## src/rtl/out_checker_table.sv

```systemverilog
`default_nettype none
// ============================================================================
// Module   : out_checker_table
// Brief    : Expected-word table, synchronous write and combinational read.
// Revision : 1.0
// ============================================================================
module out_checker_table #(
  parameter int Width = 12,
  parameter int Depth = 8
) (
  input  logic                     clock,
  input  logic                     we_i,
  input  logic [$clog2(Depth)-1:0] waddr_i,
  input  logic [Width-1:0]         wdata_i,
  input  logic [$clog2(Depth)-1:0] raddr_i,
  output logic [Width-1:0]         rdata_o
);

  logic [Width-1:0] mem_q [Depth];

  always_ff @(posedge clock) begin
    if (we_i) begin
      mem_q[waddr_i] <= wdata_i;
    end
  end

  assign rdata_o = mem_q[raddr_i];

endmodule
`default_nettype wire

```

## config.mk

```make
export PLATFORM = sky130hd
export DESIGN_NAME = out_checker_table
export DESIGN_NICKNAME = d
export VERILOG_FILES = /design/src/rtl/out_checker_table.sv
export SDC_FILE = /design/constraint.sdc
export NUM_CORES = 1
export LEC_CHECK = 0
export BUFFER_PORTS_ARGS = -buffer_cell sky130_fd_sc_hd__buf_4
export CORE_MARGIN = 2
export CORE_UTILIZATION = 57
export CTS_CLUSTER_DIAMETER = 50
export DETAILED_ROUTE_END_ITERATION = 8
export PLACE_DENSITY = 0.82
export SLEW_MARGIN = 20
export SYNTH_ARGS = -nofsm -noshare
export SYNTH_HDL_FRONTEND = slang
export SYNTH_SLANG_ARGS = --single-unit
```

## constraint.sdc

```tcl
create_clock -name clock -period 3.4 [get_ports clock]
set_input_delay 1.02 -clock clock [delete_from_list [all_inputs] [get_ports clock]]
set_output_delay 1.02 -clock clock [all_outputs]
set_load 0.01 [all_outputs]
```

# Yosys cells after proc, flatten, opt, wreduce, memory -nomap -nowiden
# Memories as Yosys holds them, arrays and structs flattened.
# Cells that the tools add are included.
[word_totals] register_bits=0 latch_bits=0 mem_bits_rw=96 romBits=0 out_inout_bits=12 word_cells=3 n_memories=1
[memory_table] name="mem_q" words=8 word_bits=12 rd=1 rd_ports_with_merged_regs=0 write_ports=1 line_no="19" source="logic [Width-1:0] mem_q [Depth];"
[classes] add_sub_neg=0 multipliers=0 div=0 n_lt_le_gt_ge=0 eq_ne=0 shift=0 n_mux=2 n_bitwise=0 reduce_logical=0
[op_table] operator="1-bit 2-to-1 mux" n=2

# Depth between registers and ports, before layout
# Gate-level depths: netlist (run 1).
[logic_depth] ltp_word=2 depth_mapped=4

# Least setup slack after synthesis (run 1)
# Ideal clock, no wire load.
[synth_timing] path_type="input port to output port" start="input raddr_i[0]" end="output rdata_o[10]" t_arrival_ps=2098 required_time_ps=2380 slack_ps=282 stages=4 n_path_buf=2 path_cell_list="buf_6 buf_6 mux4_1 mux2_2"
[synth_via] elab_chain_cells=1
[synth_rtl] element="start, declared" line_no="15" source="input logic [$clog2(Depth)-1:0] raddr_i,"
[synth_rtl] element="memory read 8 x 12 bit"
[synth_rtl] element="end, declared" line_no="16" source="output logic [Width-1:0] rdata_o"
# Every way passes these cells.

# Worst setup path after layout (run 1)
[layout_timing] start="input raddr_i[0]" end="output rdata_o[4]"
# The elaborated chain is that of the path after synthesis.

==> metrics.md, run 1 <==
| Metric | Value |
|---|---|
| Status | `finished clean` |
| Final period util | `between 90% and 100%` |
| Highest-count cells in the layout ignoring fill and taps | `edfxtp_1, buf_4, mux4_1, mux2_2, clkbuf_8` |
| Setup total negative slack | `0 ns` |
| PortBufs | `31` |
| Clock sink count | `96` |
| Final setup fails | `0` |
| Die area | `roughly 0.0072 sq mm` |
| Biggest register | `mem_q` |
| Clock Tree Root | `clkbuf_8` |
| # resized after CTS | `0` |
| Area taken by multi-input logic gates | `about 800 sq um` |
| Vias in the first global route | `1,757` |
| P_leak | `1.49 nW` |
| Worst Path Buf+Inv | `3` |
| H-tree depth | `3` |
| Clock Pin Slew Worst Setup and Hold Paths | `0.09 ns` |
| CP max FO | `12` |
| Crit-path cells | `buf_4, buf_12, mux4_1, mux2_2, buf_4` |
| Max Slew Vio Count | `0` |
| Largest net degree at the start of global routing | `25` |
| Netlist cell types | `11` |
| Register area share after synthesis | `around 77%` |
| Gate Count Post-Synth | `152` |
| Final hold violation count | `0` |
| Unrepaired setup endpoints after global routing | `no` |
| Vias | `1,693` |
| Die Y | `85.1 um` |
| WL final | `around 6300 um` |
| DR pass1 iterations | `4` |
| First-pass GRT wire length | `9750 um` |
| Slowest CP cell | `mux4_1` |
| Initial Util | `59.0%` |
| Power per cell area | `526 mW/mm^2` |
| Share of layout cells above drive strength 1 | `35.0%` |
| Synthesis-to-layout area growth | `15.6%` |
| Crit path kind | `input pin to primary output` |
| Max-slew headroom | `78.9%` |
| Max Fclk | `just over 300 MHz` |
| Remaining DRCs | `0` |
| Largest regs | `mem_q (96)` |
| TritonCTS clock tree | `yes` |
| Max reg flops | `96` |
| HPWL Detailed | `roughly 3800 um` |
| Largest area contributor in the synthesized netlist | `edfxtp_1` |
| Core box area | `about 0.0063 sq mm` |
| Die W | `85.1 um` |
| WL/cell | `between 20 and 25 um` |
| Starting DRC count in detailed routing | `about 160` |
| Max-cap violations | `0` |
| Actual slew at the worst max-slew pin | `roughly 0.32 ns` |
| Syn Nets | `172` |
| Synth area leaders | `edfxtp_1, mux4_1, mux2_2` |
| Final min period | `3.32 ns` |
| Post-DRT Antenna Nets | `0` |
| Storage cell area | `0.00288 sq mm` |
| Row count | `29` |
| Nets@finish | `between 200 and 250` |
| GR Util All Layers | `between 10% and 20%` |
| Via-per-instance ratio | `6.11` |
| Yosys warns | `0` |
| Top-area cell type share of the netlist area | `between 70% and 80%` |
| Crit start category | `input pin` |
| N_diodes | `0` |
| Hold Buf Count CTS | `0` |
| CP arrival | `2.30 ns` |
| Maximum VDD drop | `0.444 mV` |
| Worst Hold Class | `input pin to flip-flop` |
| Placer Congestion | `0.675` |
| Global route overflow | `0` |
| Synth Cell Area | `between 0.003 and 0.004 sq mm` |
| Post-CTS Setup Bufs | `0` |
| IO Pins | `32` |
| Filler cells | `386` |
| Final Util | `68.2%` |
| Most common cell on crit path | `buf_4` |
| Antenna violations before repair | `0` |
| WP data required | `2.38 ns` |
| Clk buf depth | `2` |
| Commonest non-fill, non-tap cell in the layout | `edfxtp_1` |
| CTS Buf Count | `9` |
| Post-synthesis average cell area | `~25 sq um` |
| FF+latch count, synth | `96` |
| Crit end category | `primary output` |
| Top delay family on crit path | `multiplexers` |
| Crit-path max cell delay | `0.57 ns` |
final cells by class:
| type | instances | share of cell area, % |
|---|---|---|
| sequential | 96 | 66.5 |
| clock inverter | 5 | 1.93 |
| clock buffer | 9 | 2.86 |
| timing repair buffer | 41 | 7.68 |
| tap | 77 | 2.22 |
| multi-input combinational | 49 | 18.8 |
logic make-up after synthesis:
family	after synthesis	synth area share, %
simple gates	13	1.57
flops	96	76.9
buf+inv	7	1.37
mux	36	20.1
metrics by stage:
stage | cell area [sq um] | hold WS, ns | cells | power (mW) | worst slack, ns
global placement | 4130 | 1.24 | 263 | 1.53 | 0.106
finish | 4330 | 0.891 | 277 | 2.28 | 0.0839
global route | 4330 | 0.885 | 277 | 2.35 | 0.0566
detailed placement | 4130 | 1.25 | 263 | 1.54 | 0.0975
CTS | 4330 | 0.876 | 277 | 2.30 | 0.0745
floorplan | 3750 | 1.12 | 152 | 1.46 | 0.282
synth_stat cells:
cell type	count
clkbuf_1	2
nand2b_1	3
buf_6	3
edfxtp_1	96
mux4_2	3
mux4_1	21
nor3_1	2
buf_2	2
nor2_1	6
nand2_1	2
mux2_2	12
routing by layer:
layer	GRT usage [%]	vias to the layer above	share of wire (%)
met5	0	-	0
met1	24.7	884	41
li1	-	746	-
met3	3.31	14	3.0
met2	31.9	49	53
met4	9.81	0	2.9
final timing paths:
kind,slack [ns],startpoint,cells past startpoint,end
worst max-delay path,0.08,raddr_i[0],5,rdata_o[4]
worst min-delay path,0.89,wdata_i[11],1,mem_q[4][11]$_DFFE_PP_
power breakdown:
group,switching [mW],internal (mW),total (mW)
Clock,0.361,0.407,0.768
Sequential,0.00828,1.34,1.35
Combinational,0.0748,0.0872,0.162
Total,0.444,1.83,2.28
No activity file was read; power rests on OpenSTA's default activity.
==> run 2: changes to the inputs <==
==> constraint.sdc (replaced) <==
create_clock -name clock -period 3.4 [get_ports clock]
set_input_delay 0.17 -clock clock [delete_from_list [all_inputs] [get_ports clock]]
set_output_delay 0.17 -clock clock [all_outputs]
set_load 0.01 [all_outputs]
==> run 2 against run 1 <==
- largest power group unchanged
- first-iteration DRC count fell by 41%
- total power rose by 0.87%
- count of clock-buffer cells in the layout unchanged
- core utilization shrank 0.45 points
- die area did not move
==> metrics.md, run 2 (synthesis gave the netlist of run 1 again) <==
| Metric | Value |
|---|---|
| Biggest register | `mem_q` |
| Antenna violations before repair | `0` |
| CTS Buf Count | `9` |
| Initial Util | `slightly below 60%` |
| Post-route cell area | `0.00430 sq mm` |
| Vias in the first global route | `1,782` |
| Max reg flops | `96` |
| Die Y | `85.1 um` |
| Setup total negative slack | `0 ns` |
| Status | `finished clean` |
| Row count | `29` |
| Share of layout cells above drive strength 1 | `35.0%` |
| Via-per-instance ratio | `about 6.0` |
| N_diodes | `0` |
| Final hold violation count | `0` |
| H-tree depth | `3` |
| Max-slew headroom | `between 70 and 80%` |
| CP startpoint | `mem_q[0][1]$_DFFE_PP_` |
| PortBufs | `31` |
| Post-CTS Setup Bufs | `0` |
| TritonCTS clock tree | `yes` |
| HPWL Detailed | `3770 um` |
| Clock sink count | `96` |
| Global route overflow | `0` |
| Comb pwr share | `6.8%` |
| Critical Path End | `rdata_o[1]` |
| Crit end category | `primary output` |
| DR pass1 iterations | `5` |
| Clock Power Share | `between 30% and 40%` |
| GR Util All Layers | `19.5%` |
| IO Pins | `32` |
| Crit path kind | `flip-flop to primary output` |
| Commonest non-fill, non-tap cell in the layout | `edfxtp_1` |
| First-pass GRT wire length | `9770 um` |
| WL/cell | `23.7 um` |
| Vias | `1,668` |
| Die W | `roughly 85 um` |
| WP data required | `3.23 ns` |
| Nets@finish | `about 220` |
| CP max FO | `1` |
| Clock Tree Root | `clkbuf_8` |
| Core box area | `between 0.006 and 0.007 sq mm` |
| Maximum VDD drop | `0.336 mV` |
| Final min period | `1.96 ns` |
| Remaining DRCs | `0` |
| Starting DRC count in detailed routing | `92` |
| Highest-count cells in the layout ignoring fill and taps | `edfxtp_1, buf_4, mux4_1, mux2_2, clkbuf_8` |
| Max-cap violations | `0` |
| Actual slew at the worst max-slew pin | `a little over 0.4 ns` |
| Sw Share | `20.0%` |
| Final Util | `67.8%` |
| Post-DRT Antenna Nets | `0` |
| Synthesis-to-layout area growth | `14.9%` |
| P_int | `~1.8 mW` |
| Clk buf depth | `2` |
| Largest net degree at the start of global routing | `25` |
| DP Area | `0.00409 sq mm` |
| Placer Congestion | `0.670` |
| WL final | `6570 um` |
| Largest regs | `mem_q (96)` |
| Max Slew Vio Count | `0` |
| P_leak | `1.49 nW` |
| Max Fclk | `511 MHz` |
| Worst Hold Class | `input pin to flip-flop` |
| Die area | `0.00724 sq mm` |
| Final period util | `57.6%` |
| Hold Buf Count CTS | `0` |
| Clock Pin Slew Worst Setup and Hold Paths | `0.09 ns` |
| CP arrival | `1.79 ns` |
| # resized after CTS | `0` |
| Crit start category | `flip-flop` |
| Reg power frac | `58.7%` |
| Hold Crit Start | `wdata_i[6]` |
| Psw | `0.460 mW` |
| Final setup fails | `0` |
| Unrepaired setup endpoints after global routing | `no` |
| Power per cell area | `534 mW/mm^2` |
run 2: how the worst min path moves through the flow:
stage / endpoint / slack [ns] / depth (start not counted)
2_1_floorplan: mem_q[0][0]$_DFFE_PP_ / 0.27 / 0
3_3_place_gp: mem_q[1][7]$_DFFE_PP_ / 0.39 / 1
3_5_place_dp: mem_q[0][6]$_DFFE_PP_ / 0.40 / 1
4_1_cts: mem_q[3][6]$_DFFE_PP_ / 0.02 / 1
5_1_grt: mem_q[0][10]$_DFFE_PP_ / 0.03 / 1
6_report: mem_q[2][6]$_DFFE_PP_ / 0.04 / 1
run 2: cell type report:
type                       instances  area, sq um
multi-input combinational         49          813
sequential                        96         2880
clock inverter                     7         95.1
clock buffer                       9          124
tap                               77         96.3
fill                             388         2050
timing repair buffer              39          293
run 2: per-layer routing:
layer | vias up | wire length [um] | track usage (%)
met4 | 0 | 97 | 8.23
met2 | 46 | 3620 | 34.8
li1 | 747 | - | -
met5 | - | 0 | 0
met1 | 868 | 2600 | 22.9
met3 | 7 | 247 | 4.28
run 2: metrics by stage:
step	power (mW)	hold WS, ns	setup WS (ns)	std cells
2_1_floorplan	1.46	0.269	1.79	152
3_3_place_gp	1.52	0.392	1.67	261
3_5_place_dp	1.53	0.404	1.62	261
4_1_cts	2.32	0.0202	1.41	277
5_1_grt	2.36	0.0281	1.41	277
6_report	2.30	0.0373	1.44	277
run 2: critical path: stages, from the launching register on:
cell      delay (ns)
edfxtp_1        0.43
mux4_1          0.56
mux2_2          0.29
buf_4           0.14
run 2: power groups by stage:
| stage | clock network (mW) | logic [mW] | registers, mW |
|---|---|---|---|
| after floorplan | 0 | 0.0871 | 1.37 |
| after global placement | 0 | 0.151 | 1.37 |
| after detailed placement | 0 | 0.158 | 1.38 |
| after CTS | 0.809 | 0.159 | 1.35 |
| after global routing | 0.845 | 0.168 | 1.35 |
| final | 0.792 | 0.157 | 1.35 |
==> run 3: changes to the inputs <==
CORE_UTILIZATION = 53   (was 57)
PLACE_DENSITY = 0.8   (was 0.82)
clock period = 1.8 ns   (was 3.4 ns; I/O delays follow)
==> run 3 against run 2 <==
- cell count is 11% higher
- total power increased by 74%
- combinational power is 100% higher
- non-clock buffer count is 12 higher
- largest power group unchanged
- highest routed layer unchanged
==> metrics.md, run 3 (synthesis gave the netlist of run 1 again) <==
| Metric | Value |
|---|---|
| Post-route cell area | `about 0.0044 sq mm` |
| Largest regs | `mem_q (96)` |
| CP max FO | `1` |
| Actual slew at the worst max-slew pin | `0.411 ns` |
| Worst Hold Class | `input pin to flip-flop` |
| Commonest non-fill, non-tap cell in the layout | `edfxtp_1` |
| Final setup fails | `0` |
| First-pass GRT wire length | `~9500 um` |
| Final hold violation count | `0` |
| Filler cells | `481` |
| Vias in the first global route | `1,763` |
| Max reg flops | `96` |
| Core box area | `0.00683 sq mm` |
| DR pass1 iterations | `4` |
| Setup total negative slack | `0 ns` |
| Vias | `1,709` |
| TritonCTS clock tree | `yes` |
| Area taken by multi-input logic gates | `802 sq um` |
| WL final | `6460 um` |
| Row count | `30` |
| Clk buf depth | `2` |
| N_diodes | `0` |
| Clock Pin Slew Worst Setup and Hold Paths | `around 0.08 ns` |
| WL/cell | `21.0 um` |
| GR Util All Layers | `17.9%` |
| Die Y | `88.1 um` |
| P_leak | `1.48 nW` |
| Initial Util | `54.9%` |
| WP data required | `1.71 ns` |
| Max-slew headroom | `between 70 and 80%` |
| Max-cap violations | `0` |
| Post-DRT Antenna Nets | `0` |
| Storage cell area | `slightly below 0.003 sq mm` |
| Placer Congestion | `0.665` |
| Maximum VDD drop | `0.756 mV` |
| Nets@finish | `227` |
| Synthesis-to-layout area growth | `16.7%` |
| Status | `finished clean` |
| Crit path kind | `flip-flop to primary output` |
| Die area | `0.00776 sq mm` |
| Clock sink count | `96` |
| Clock Tree Root | `clkbuf_8` |
| CTS Buf Count | `9` |
| Final period util | `97.1%` |
| Global route overflow | `0` |
| Final min period | `approximately 1.7 ns` |
| Max Slew Vio Count | `0` |
| Largest net degree at the start of global routing | `25` |
| Remaining DRCs | `0` |
| CP arrival | `roughly 1.7 ns` |
| Via-per-instance ratio | `5.57` |
| Crit start category | `flip-flop` |
| Unrepaired setup endpoints after global routing | `no` |
| Die W | `88.1 um` |
| Max Fclk | `572 MHz` |
| H-tree depth | `3` |
| IO Pins | `32` |
| HPWL Detailed | `between 3000 and 4000 um` |
| Highest-count cells in the layout ignoring fill and taps | `edfxtp_1, buf_4, mux4_1, mux2_2, dlygate4sd3_1` |
| Antenna violations before repair | `0` |
| Power per cell area | `915 mW/mm^2` |
| Starting DRC count in detailed routing | `209` |
| Biggest register | `mem_q` |
| Post-CTS Setup Bufs | `0` |
| PortBufs | `31` |
| Crit end category | `primary output` |
| Share of layout cells above drive strength 1 | `approximately 32%` |
| DP Area | `0.00411 sq mm` |
==> run 3: changes by cell type in the layout (fill, tap and decap cells not counted), sizes merged <==
cell	change
bufinv	-2
clkbuf	+2
clkinv	-2
clkinvlp	+2
dlygate4sd3	+12
inv	-1
==> run 3: through the flow <==
stage / worst slack, ns / power (mW) / instances / util [%] / hold slack, ns
2_1_floorplan: 0.268 / 2.76 / 152 / - / 0.189
3_3_place_gp: 0.233 / 2.88 / 280 / 60.1 / 0.311
3_5_place_dp: 0.192 / 2.90 / 280 / 60.1 / 0.326
4_1_cts: 0.0144 / 4.04 / 307 / 64.1 / 0.267
5_1_grt: 0.00353 / 4.13 / 307 / 64.0 / 0.277
6_report: 0.0517 / 4.00 / 307 / 64.0 / 0.282
==> run 3: timing repair <==
| item | in CTS | in global routing |
|---|---|---|
| endpoints found under the setup margin | 1 | 2 |
| gates resized for setup | 1 | 2 |
| hold buffers | 12 | 0 |
| endpoints found under the hold margin | 96 | 0 |
==> run 3: worst max-delay path, stage by stage (launching register included) <==
cell and delay [ns]:
edfxtp_1 0.39, mux4_1 0.52, mux2_2 0.28, buf_4 0.14
==> run 3: worst paths after layout <==
path / start / to / cells past startpoint
worst min-delay path: waddr_i[1] / mem_q[0][4]$_DFFE_PP_ / 3
worst max-delay path: mem_q[4][7]$_DFFE_PP_ / rdata_o[7] / 3
==> run 3: layer usage <==
metal	vias to the layer above	share of wire, %	global-route usage, %
li1	766	-	-
met5	-	0	0
met3	8	3.7	3.11
met2	48	53	29.5
met4	0	1.7	7.99
met1	887	42	23.8
==> run 3: final cells by class <==
class	count	share of cell area, %
multi-input combinational	49	18.3
timing repair buffer	51	9.44
sequential	96	65.9
clock inverter	4	0.515
tap	96	2.75
clock buffer	11	3.01
==> run 3: report_power, final <==
group / total (mW) / internal (mW) / switching, mW
sequential: 2.55 / 2.53 / 0.0165
clock: 1.14 / 0.487 / 0.651
combinational: 0.317 / 0.173 / 0.143
total: 4.00 / 3.19 / 0.811
